==> config.mk <==
export PLATFORM = sky130hd
export DESIGN_NAME = calc_chain_sequencer
export DESIGN_NICKNAME = d
export VERILOG_FILES = /design/src/rtl/calc_chain_sequencer.sv
export SDC_FILE = /design/constraint.sdc
export NUM_CORES = 1
export LEC_CHECK = 0
export CORE_MARGIN = 1.5
export CORE_UTILIZATION = 45
export DETAILED_ROUTE_END_ITERATION = 8
export PLACE_DENSITY = 0.75
export SLEW_MARGIN = 0
export SYNTH_ARGS = -nofsm -noshare
export SYNTH_HDL_FRONTEND = slang
export SYNTH_SLANG_ARGS = --single-unit
export TNS_END_PERCENT = 100
==> constraint.sdc <==
create_clock -name Clk -period 1.84 [get_ports Clk]
set_input_delay 0.552 -clock Clk [delete_from_list [all_inputs] [get_ports Clk]]
set_output_delay 0.552 -clock Clk [all_outputs]
set_load 0.02 [all_outputs]
==> src/rtl/calc_chain_sequencer.sv <==
// Chained-operation sequencer: accepts operand/operator pairs, drives a shared
// multicycle sign-magnitude ALU and keeps a running 9-bit accumulator with status.
module calc_chain_sequencer #(
  parameter int unsigned MAX_OPS     = 5,
  parameter int unsigned ALU_TIMEOUT = 15
) (
  input  logic       Clk,
  input  logic       Reset,
  input  logic       in_valid,
  output logic       in_ready,
  input  logic [2:0] in_operand,
  input  logic [1:0] in_op,
  output logic       alu_start,
  output logic [8:0] alu_a,
  output logic [8:0] alu_b,
  output logic [1:0] alu_op,
  input  logic       alu_done,
  input  logic [8:0] alu_result,
  input  logic       alu_error,
  output logic [8:0] acc,
  output logic [3:0] step_count,
  output logic       flag_zero,
  output logic       flag_sign,
  output logic       flag_error,
  output logic       err_timeout,
  output logic       busy,
  output logic       done
);

  localparam int unsigned TW = $clog2(ALU_TIMEOUT + 1);

  typedef enum logic [2:0] {
    WAIT_IN,
    ISSUE,
    WAIT_ALU,
    COMMIT,
    HALT
  } state_t;

  state_t         state, state_nxt;
  logic [TW-1:0]  tcnt;
  logic [8:0]     result_q;
  logic [8:0]     b_norm;
  logic [3:0]     step_inc;
  logic           timeout_hit;

  // Negative zero operands are folded to +0 before they reach acc or the ALU.
  assign b_norm      = {in_operand[2] & (in_operand[1:0] != 2'b00), 6'b0, in_operand[1:0]};
  assign timeout_hit = (tcnt == TW'(ALU_TIMEOUT - 1));
  assign step_inc    = step_count + 4'd1;

  assign flag_zero = (acc[7:0] == 8'd0);
  assign flag_sign = acc[8];

  always_comb begin
    state_nxt = state;
    in_ready  = 1'b0;
    alu_start = 1'b0;
    busy      = 1'b0;
    case (state)
      WAIT_IN: begin
        in_ready = 1'b1;
        if (in_valid && step_count != 4'd0) state_nxt = ISSUE;
      end
      ISSUE: begin
        alu_start = 1'b1;
        busy      = 1'b1;
        state_nxt = WAIT_ALU;
      end
      WAIT_ALU: begin
        busy = 1'b1;
        // A result arriving on the timeout cycle takes precedence over the timeout.
        if (alu_done)         state_nxt = alu_error ? HALT : COMMIT;
        else if (timeout_hit) state_nxt = HALT;
      end
      COMMIT:  state_nxt = (step_inc == 4'(MAX_OPS)) ? HALT : WAIT_IN;
      HALT:    state_nxt = HALT;
      default: state_nxt = HALT;
    endcase
  end

  always_ff @(posedge Clk) begin
    if (Reset) begin
      state       <= WAIT_IN;
      acc         <= '0;
      step_count  <= '0;
      alu_a       <= '0;
      alu_b       <= '0;
      alu_op      <= '0;
      tcnt        <= '0;
      result_q    <= '0;
      flag_error  <= 1'b0;
      err_timeout <= 1'b0;
      done        <= 1'b0;
    end else begin
      state <= state_nxt;
      case (state)
        WAIT_IN: begin
          if (in_valid) begin
            if (step_count == 4'd0) begin
              acc        <= b_norm;
              step_count <= 4'd1;
            end else begin
              alu_a  <= {acc[8], 1'b0, acc[6:0]};
              alu_b  <= b_norm;
              alu_op <= in_op;
            end
          end
        end
        ISSUE: tcnt <= '0;
        WAIT_ALU: begin
          tcnt <= tcnt + 1'b1;
          if (alu_done) begin
            if (alu_error) flag_error <= 1'b1;
            else           result_q   <= alu_result;
          end else if (timeout_hit) begin
            flag_error  <= 1'b1;
            err_timeout <= 1'b1;
          end
        end
        COMMIT: begin
          acc        <= {result_q[8] & (result_q[7:0] != 8'd0), result_q[7:0]};
          step_count <= step_inc;
          if (step_inc == 4'(MAX_OPS)) done <= 1'b1;
        end
        default: ;
      endcase
    end
  end

endmodule

==> flow_summary.toml, run 1 <==
[logic_synthesis]
synth_top_area_share = 0.469
synthMuxAreaShare = 0.125
synth_edf_count = 0
avgSynthCellArea_sq_um = 9.71
synth_top_family_by_area = "simple AND/OR/NAND/NOR gates"
yosysWarnings = 0
synth_compound_area_frac = 0.115
synth.largest_area_cell = "dfxtp_1"
syn_inst = 198
netlist_area_sq_mm = 0.00192
ys_types = 41
synth_flop_cell = "dfxtp_1"
yosys.area_share.xor_xnor = 0.0182
synth_fa_ha_area_frac = 0.0326
ys_ff_latch = 45
async_reset_ff_frac = 0
synth_area_leaders = "dfxtp_1 (47%), mux2i_1 (13%), nor2_1 (7.2%)"
synth-simple-area-share = 0.174
synth_seq_area_share = 0.469

[clock_network]
clkLatencyLatePin_ns = 0.29
htreeDepth = 2
ctsRootBufferMaster = "clkbuf_8"
cts_tree = "yes"
clk_pin_slew_ns = 0.08
cts_hold_buffers = 0
clock_sinks = 45
clockBufferDepth = 2
cts_made_buffers = 5

[worst_setup_path]
crit_type = "reg -> out"
start_kind = "flop"
cp.arrival_ns = 1.38
path_cells = "or4_4, nor2_4, buf_6"
crit_cells = 3
worstPathBufferInverterCount = 1
cp_top_family = "simple AND/OR/NAND/NOR gates"
max_stage_delay_ns = 0.54
required_ns = 1.29
r2r_slack_ns = 0.16
reg2reg_depth = 7
cp-end-kind = "output port"
worstPathMaxFanout = 2
cp_slowest_cell = "or4_4"

[detailed_routing]
firstDrtPassIters = 4
drt-initial-drc-count = 48
dr.max_layer_used = "met4"
wire_per_inst_um = 12.5
drt-met1-wl_um = 1890
wl_met3_um = 187
via_per_inst = 4.97
via_count = 1621
finalWirelength_um = 4080
wl_met2_um = 1940
drc = 0
antenna_left = 0

[floorplanning]
fp.dieW_um = 68.4
start_util = 0.474
row_count = 23
die_height_um = 68.4
io_pins = 60
die_area_sq_mm = 0.00467
core_area_sq_mm = 0.00406

[outcome]
violations = "setup timing"
run_status = "finished with violations"

[place]
routabilityCongestion = 0.744
io_buffers = 52
dp.final_hpwl_um = 3140
placed_cells = 317

[flow_run]
maxCapViolations = 0

[timing]
setup_slack_ns = -0.0953
fmaxAchievable_mhz = 517
min_period_ns = 1.94
drv_slew = 0
hold_violations = 0
skew_ns = 0.00356
fin_crit_sh = 1.05
grt_setup_unrepaired = "true"
setup_viol = 1
whs_ns = 0.448

[global_route]
gr-total-overflow = 0
grt_pass1_wl_um = 6610
grt_pass1_vias = 1466
grt_antenna_before_repair = 0
grt.total_usage = 0.190
grt_max_degree = 24

[power_and_ir_drop]
power.static_leakage_nw = 1.39
finalPower_mw = 1.84
ir_drop_mv = 0.551
power_density_mw_per_mm2 = 659

[finish]
drive_above_1_share = 0.203
stdcell_count = 326
area_delta_synth_final_pct = 45.0
diodes = 0
layout.nets = 299

[worst_hold_path]
hold_depth = 2
hold_path.class = "reg -> reg"
-- routing by layer --
layer  GRT usage  vias to the layer above
met5           0                        -
met4      0.0675                        0
met3      0.0411                        6
met2       0.318                       43
met1       0.240                      739
li1            -                      833
-- what timing repair did --
action,in CTS,in global routing
setup endpoints to repair,18,5
resized for setup,30,18
endpoints found under the hold margin,0,0
cloned,0,0
setup buffers,0,1
pin swaps,0,1
-- cells in the mapped netlist (3+ instances only) --
cell type and count:
xor2_1 4, a211oi_1 4, mux2i_1 24, nand2_1 8, ha_1 5, nor2_1 37
a21oi_1 9, dfxtp_1 45, clkbuf_1 6, inv_1 5, buf_4 9, nor3b_1 3
a22o_1 7
-- layout by cell type, fill, tap and decap left out, drive strengths merged, types with 2 or more instances in the layout --
| cell | n |
|---|---|
| conb | 7 |
| dlygate4sd2 | 14 |
| nor4 | 2 |
| buf | 33 |
| mux2i | 24 |
| or3b | 2 |
| a21oi | 9 |
| or4 | 2 |
| a211oi | 4 |
| nor3 | 2 |
| clkbuf | 6 |
| inv | 5 |
| clkdlybuf4s50 | 32 |
| nor2 | 37 |
| xor2 | 4 |
| a311oi | 2 |
| dlymetal6s2s | 2 |
| nand2 | 8 |
| nand3 | 3 |
| clkinv | 2 |
| dfxtp | 45 |
| nor3b | 4 |
| a22o | 7 |
| ha | 5 |
-- power by group --
part	switching [mW]	internal, mW	total, mW	leakage [nW]
sequential	0.00975	0.988	0.998	0.366
combinational	0.131	0.136	0.267	0.977
clock	0.308	0.263	0.571	0.0450
-- tightest hold or removal path, cell delays in order, from the launching register on --
cell and delay, ns:
dfxtp_1 0.31, inv_1 0.05, a21oi_1 0.05
-- sequential cells by signal (all words and copies together), names as in the netlist --
register,flops
alu_b,3
done,1
step_count,4
flag_error,1
alu_op,2
acc,9
tcnt,4
state,3
result_q,9
alu_a,8
err_timeout,1
-- kinds of logic (layout without fill, tap and decap cells) --
family                   Yosys count  after routing
AND/OR/NAND/NOR                   67             67
flip-flops                        45             45
AO/OA/AOI/OAI                     30             30
XOR/XNOR                           4              4
other                              1              7
adder cells (fa/ha/maj)            5              5
multiplexers                      24             24
buffers and inverters             22             94
-- per-stage QoR --
stage          worst slack (ns)  instance area (sq um)  utilization  setup TNS, ns
6_report                -0.0953                   2790        0.687        -0.0953
5_1_grt                  -0.134                   2790        0.687         -0.160
4_1_cts                  -0.101                   2740        0.675         -0.101
3_5_place_dp             -0.239                   2680        0.659         -0.765
3_3_place_gp             -0.243                   2680        0.659         -0.349
2_1_floorplan            0.0498                   1950            -              0
-- final cells by class --
cell class,count,area (sq um)
Multi-Input combinational cell,137,965
Clock buffer,6,72.6
Fill cell,336,1270
Clock inverter,2,10.0
Inverter,5,18.8
Tap cell,50,62.6
Sequential cell,45,908
Timing Repair Buffer,81,749
-- path summary, 6_finish.rpt --
path,endpoint,from
min,done,done
max,flag_zero,acc[6]
max reg2reg,alu_op[0],step_count[1]
min reg2reg,done,done
Power figures use the tool's default switching activity.
==> run 2, diff against run 1 <==
--- a/config.mk
+++ b/config.mk
@@ -5,11 +5,11 @@
 export SDC_FILE = /design/constraint.sdc
 export NUM_CORES = 1
 export LEC_CHECK = 0
-export CORE_MARGIN = 1.5
+export CORE_MARGIN = 2
 export CORE_UTILIZATION = 45
 export DETAILED_ROUTE_END_ITERATION = 8
 export PLACE_DENSITY = 0.75
-export SLEW_MARGIN = 0
+export SLEW_MARGIN = 10
 export SYNTH_ARGS = -nofsm -noshare
 export SYNTH_HDL_FRONTEND = slang
 export SYNTH_SLANG_ARGS = --single-unit
==> run 2 against run 1 <==
  * The flow still finishes with violations (setup timing)
  * Largest power group unchanged
  * Clock skew hardly changed
  * Worst setup slack worse by 0.028 ns
  * Fmax is 1.4% lower
  * Sequential share of layout area is 0.16 points higher
  * Critical endpoint unchanged
==> flow_summary.toml, run 2 (same netlist as run 1, synthesis figures left out) <==
[detailed_routing]
wire_per_inst_um = 13.2
antenna_left = 0
drt-initial-drc-count = 65
finalWirelength_um = 4300
via_per_inst = 5.05
firstDrtPassIters = 4
via_count = 1641
drc = 0

[worst_setup_path]
r2r_slack_ns = 0.13
reg2reg_depth = 7
worstReg2RegStart = "step_count[0]"
worstPathMaxFanout = 2
start_kind = "flop"
worst_r2r_endpoint = "alu_op[0]"
path_cells = "or4_4, nor2_4, buf_6"
cp_top_family = "simple AND/OR/NAND/NOR gates"
max_stage_delay_ns = 0.54
cp-end-kind = "output port"
crit_type = "reg -> out"
cp_slowest_cell = "or4_4"
worstPathBufferInverterCount = 1
cp.arrival_ns = 1.41
required_ns = 1.29

[floorplanning]
die_area_sq_mm = 0.00481
start_util = 0.474
io_pins = 60
fp.dieW_um = 69.4
row_count = 23
die_height_um = 69.4
core_area_sq_mm = 0.00406

[power_and_ir_drop]
ir_drop_mv = 0.375
power_switching_mw = 0.460
p_seq_frac = 0.542
power_density_mw_per_mm2 = 666
pwr-share-clk = 0.316
p_int_mw = 1.39
switching_share = 0.249
combPwrFrac = 0.143
power.static_leakage_nw = 1.39

[finish]
diodes = 0
final_area_sq_mm = 0.00277
stdcell_count = 325
layout.nets = 298
final_cell_mix = "dfxtp_1 (41), nor2_1 (35), clkdlybuf4s50_1 (32)"
area_delta_synth_final_pct = 44.3
fin_util = 0.683
reg_top3 = "acc: 9 flops, result_q: 9 flops, alu_a: 8 flops"
drive_above_1_share = 0.200
layout_commonest_cell = "dfxtp_1"

[worst_hold_path]
hold_depth = 2
hold_path_end = "done"
hold_path_startpoint = "done"
hold_path.class = "reg -> reg"

[global_route]
gr-total-overflow = 0
grtUsageMet3 = 0.0349
grt.total_usage = 0.180
grt_use_met2 = 0.306
gr-max-usage-layer = "met2"
grt_max_degree = 16
grt_antenna_before_repair = 0
gr-usage-met1 = 0.223
grt_pass1_wl_um = 7040
grt_pass1_vias = 1528

[clock_network]
cts_tree = "yes"
clockBufferDepth = 2
ctsRootBufferMaster = "clkbuf_8"
clk_pin_slew_ns = 0.08
clkLatencyLatePin_ns = 0.30
htreeDepth = 2
clock_sinks = 45
cts_hold_buffers = 0
cts_made_buffers = 5

[flow_run]
maxCapViolations = 0

[timing]
hold_violations = 0
setup_slack_ns = -0.124
fin_crit_sh = 1.07
whs_ns = 0.466
setup_tns_ns = -0.124
min_period_ns = 1.96
grt_setup_unrepaired = "true"
setup_viol = 1
skew_ns = 0.00352
drv_slew = 0
fmaxAchievable_mhz = 509

[place]
routabilityCongestion = 0.786
placed_cells = 316
post_dp_cell_area_sq_mm = 0.00266
dp.final_hpwl_um = 3230
io_buffers = 52

[outcome]
violations = "setup timing"
run_status = "finished with violations"
[run 2: stage by stage]
step / setup slack, ns / total power [mW]
final: -0.124 / 1.85
after floorplan: 0.0498 / 1.16
after global routing: -0.162 / 1.91
after detailed placement: -0.237 / 1.28
after global placement: -0.249 / 1.28
after CTS: -0.125 / 1.86
[run 2: cell type report]
cell class                      count  area (sq um)
Fill cell                         334          1280
Multi-Input combinational cell    137           965
Sequential cell                    45           908
Timing Repair Buffer               80           736
Clock buffer                        6          72.6
Tap cell                           50          62.6
Inverter                            5          18.8
Clock inverter                      2          10.0
[run 2: power groups by stage]
stage	Sequential [mW]	Clock, mW	Combinational (mW)
after CTS	0.999	0.603	0.253
after detailed placement	1.02	0	0.260
after global placement	1.02	0	0.258
after floorplan	1.04	0	0.119
after global routing	1.00	0.627	0.283
final	0.999	0.582	0.264
[run 2: worst register-to-register path, cell delays in order, from the launching register on]
cell     delay [ns]
dfxtp_1        0.34
inv_1          0.09
ha_1           0.17
or3b_2         0.47
nand3_2        0.11
buf_12         0.16
mux2i_1        0.21
nor2_1         0.05
[run 2: worst max path at each step]
| stage | startpoint | endpoint | slack (ns) | depth (start not counted) |
|---|---|---|---|---|
| 2_1_floorplan | step_count[0] | alu_a[2] | 0.05 | 7 |
| 4_1_cts | acc[6] | flag_zero | -0.12 | 3 |
| 5_1_grt | acc[2] | flag_zero | -0.16 | 3 |
| 3_3_place_gp | acc[6] | flag_zero | -0.25 | 3 |
| 3_5_place_dp | acc[6] | flag_zero | -0.24 | 3 |
| 6_report | acc[1] | flag_zero | -0.12 | 3 |
[run 2: what timing repair did]
action                                  in CTS  in global routing
buffers inserted                             0                  1
gates resized for setup                     29                 20
pin swaps                                    0                  3
gates cloned                                 0                  0
endpoints found under the setup margin      17                  7
[run 2: per-layer routing]
metal / share of wire / wire length (um)
met1: 0.45 / 1920
met2: 0.49 / 2110
met3: 0.052 / 225
met4: 0.010 / 44
met5: 0 / 0
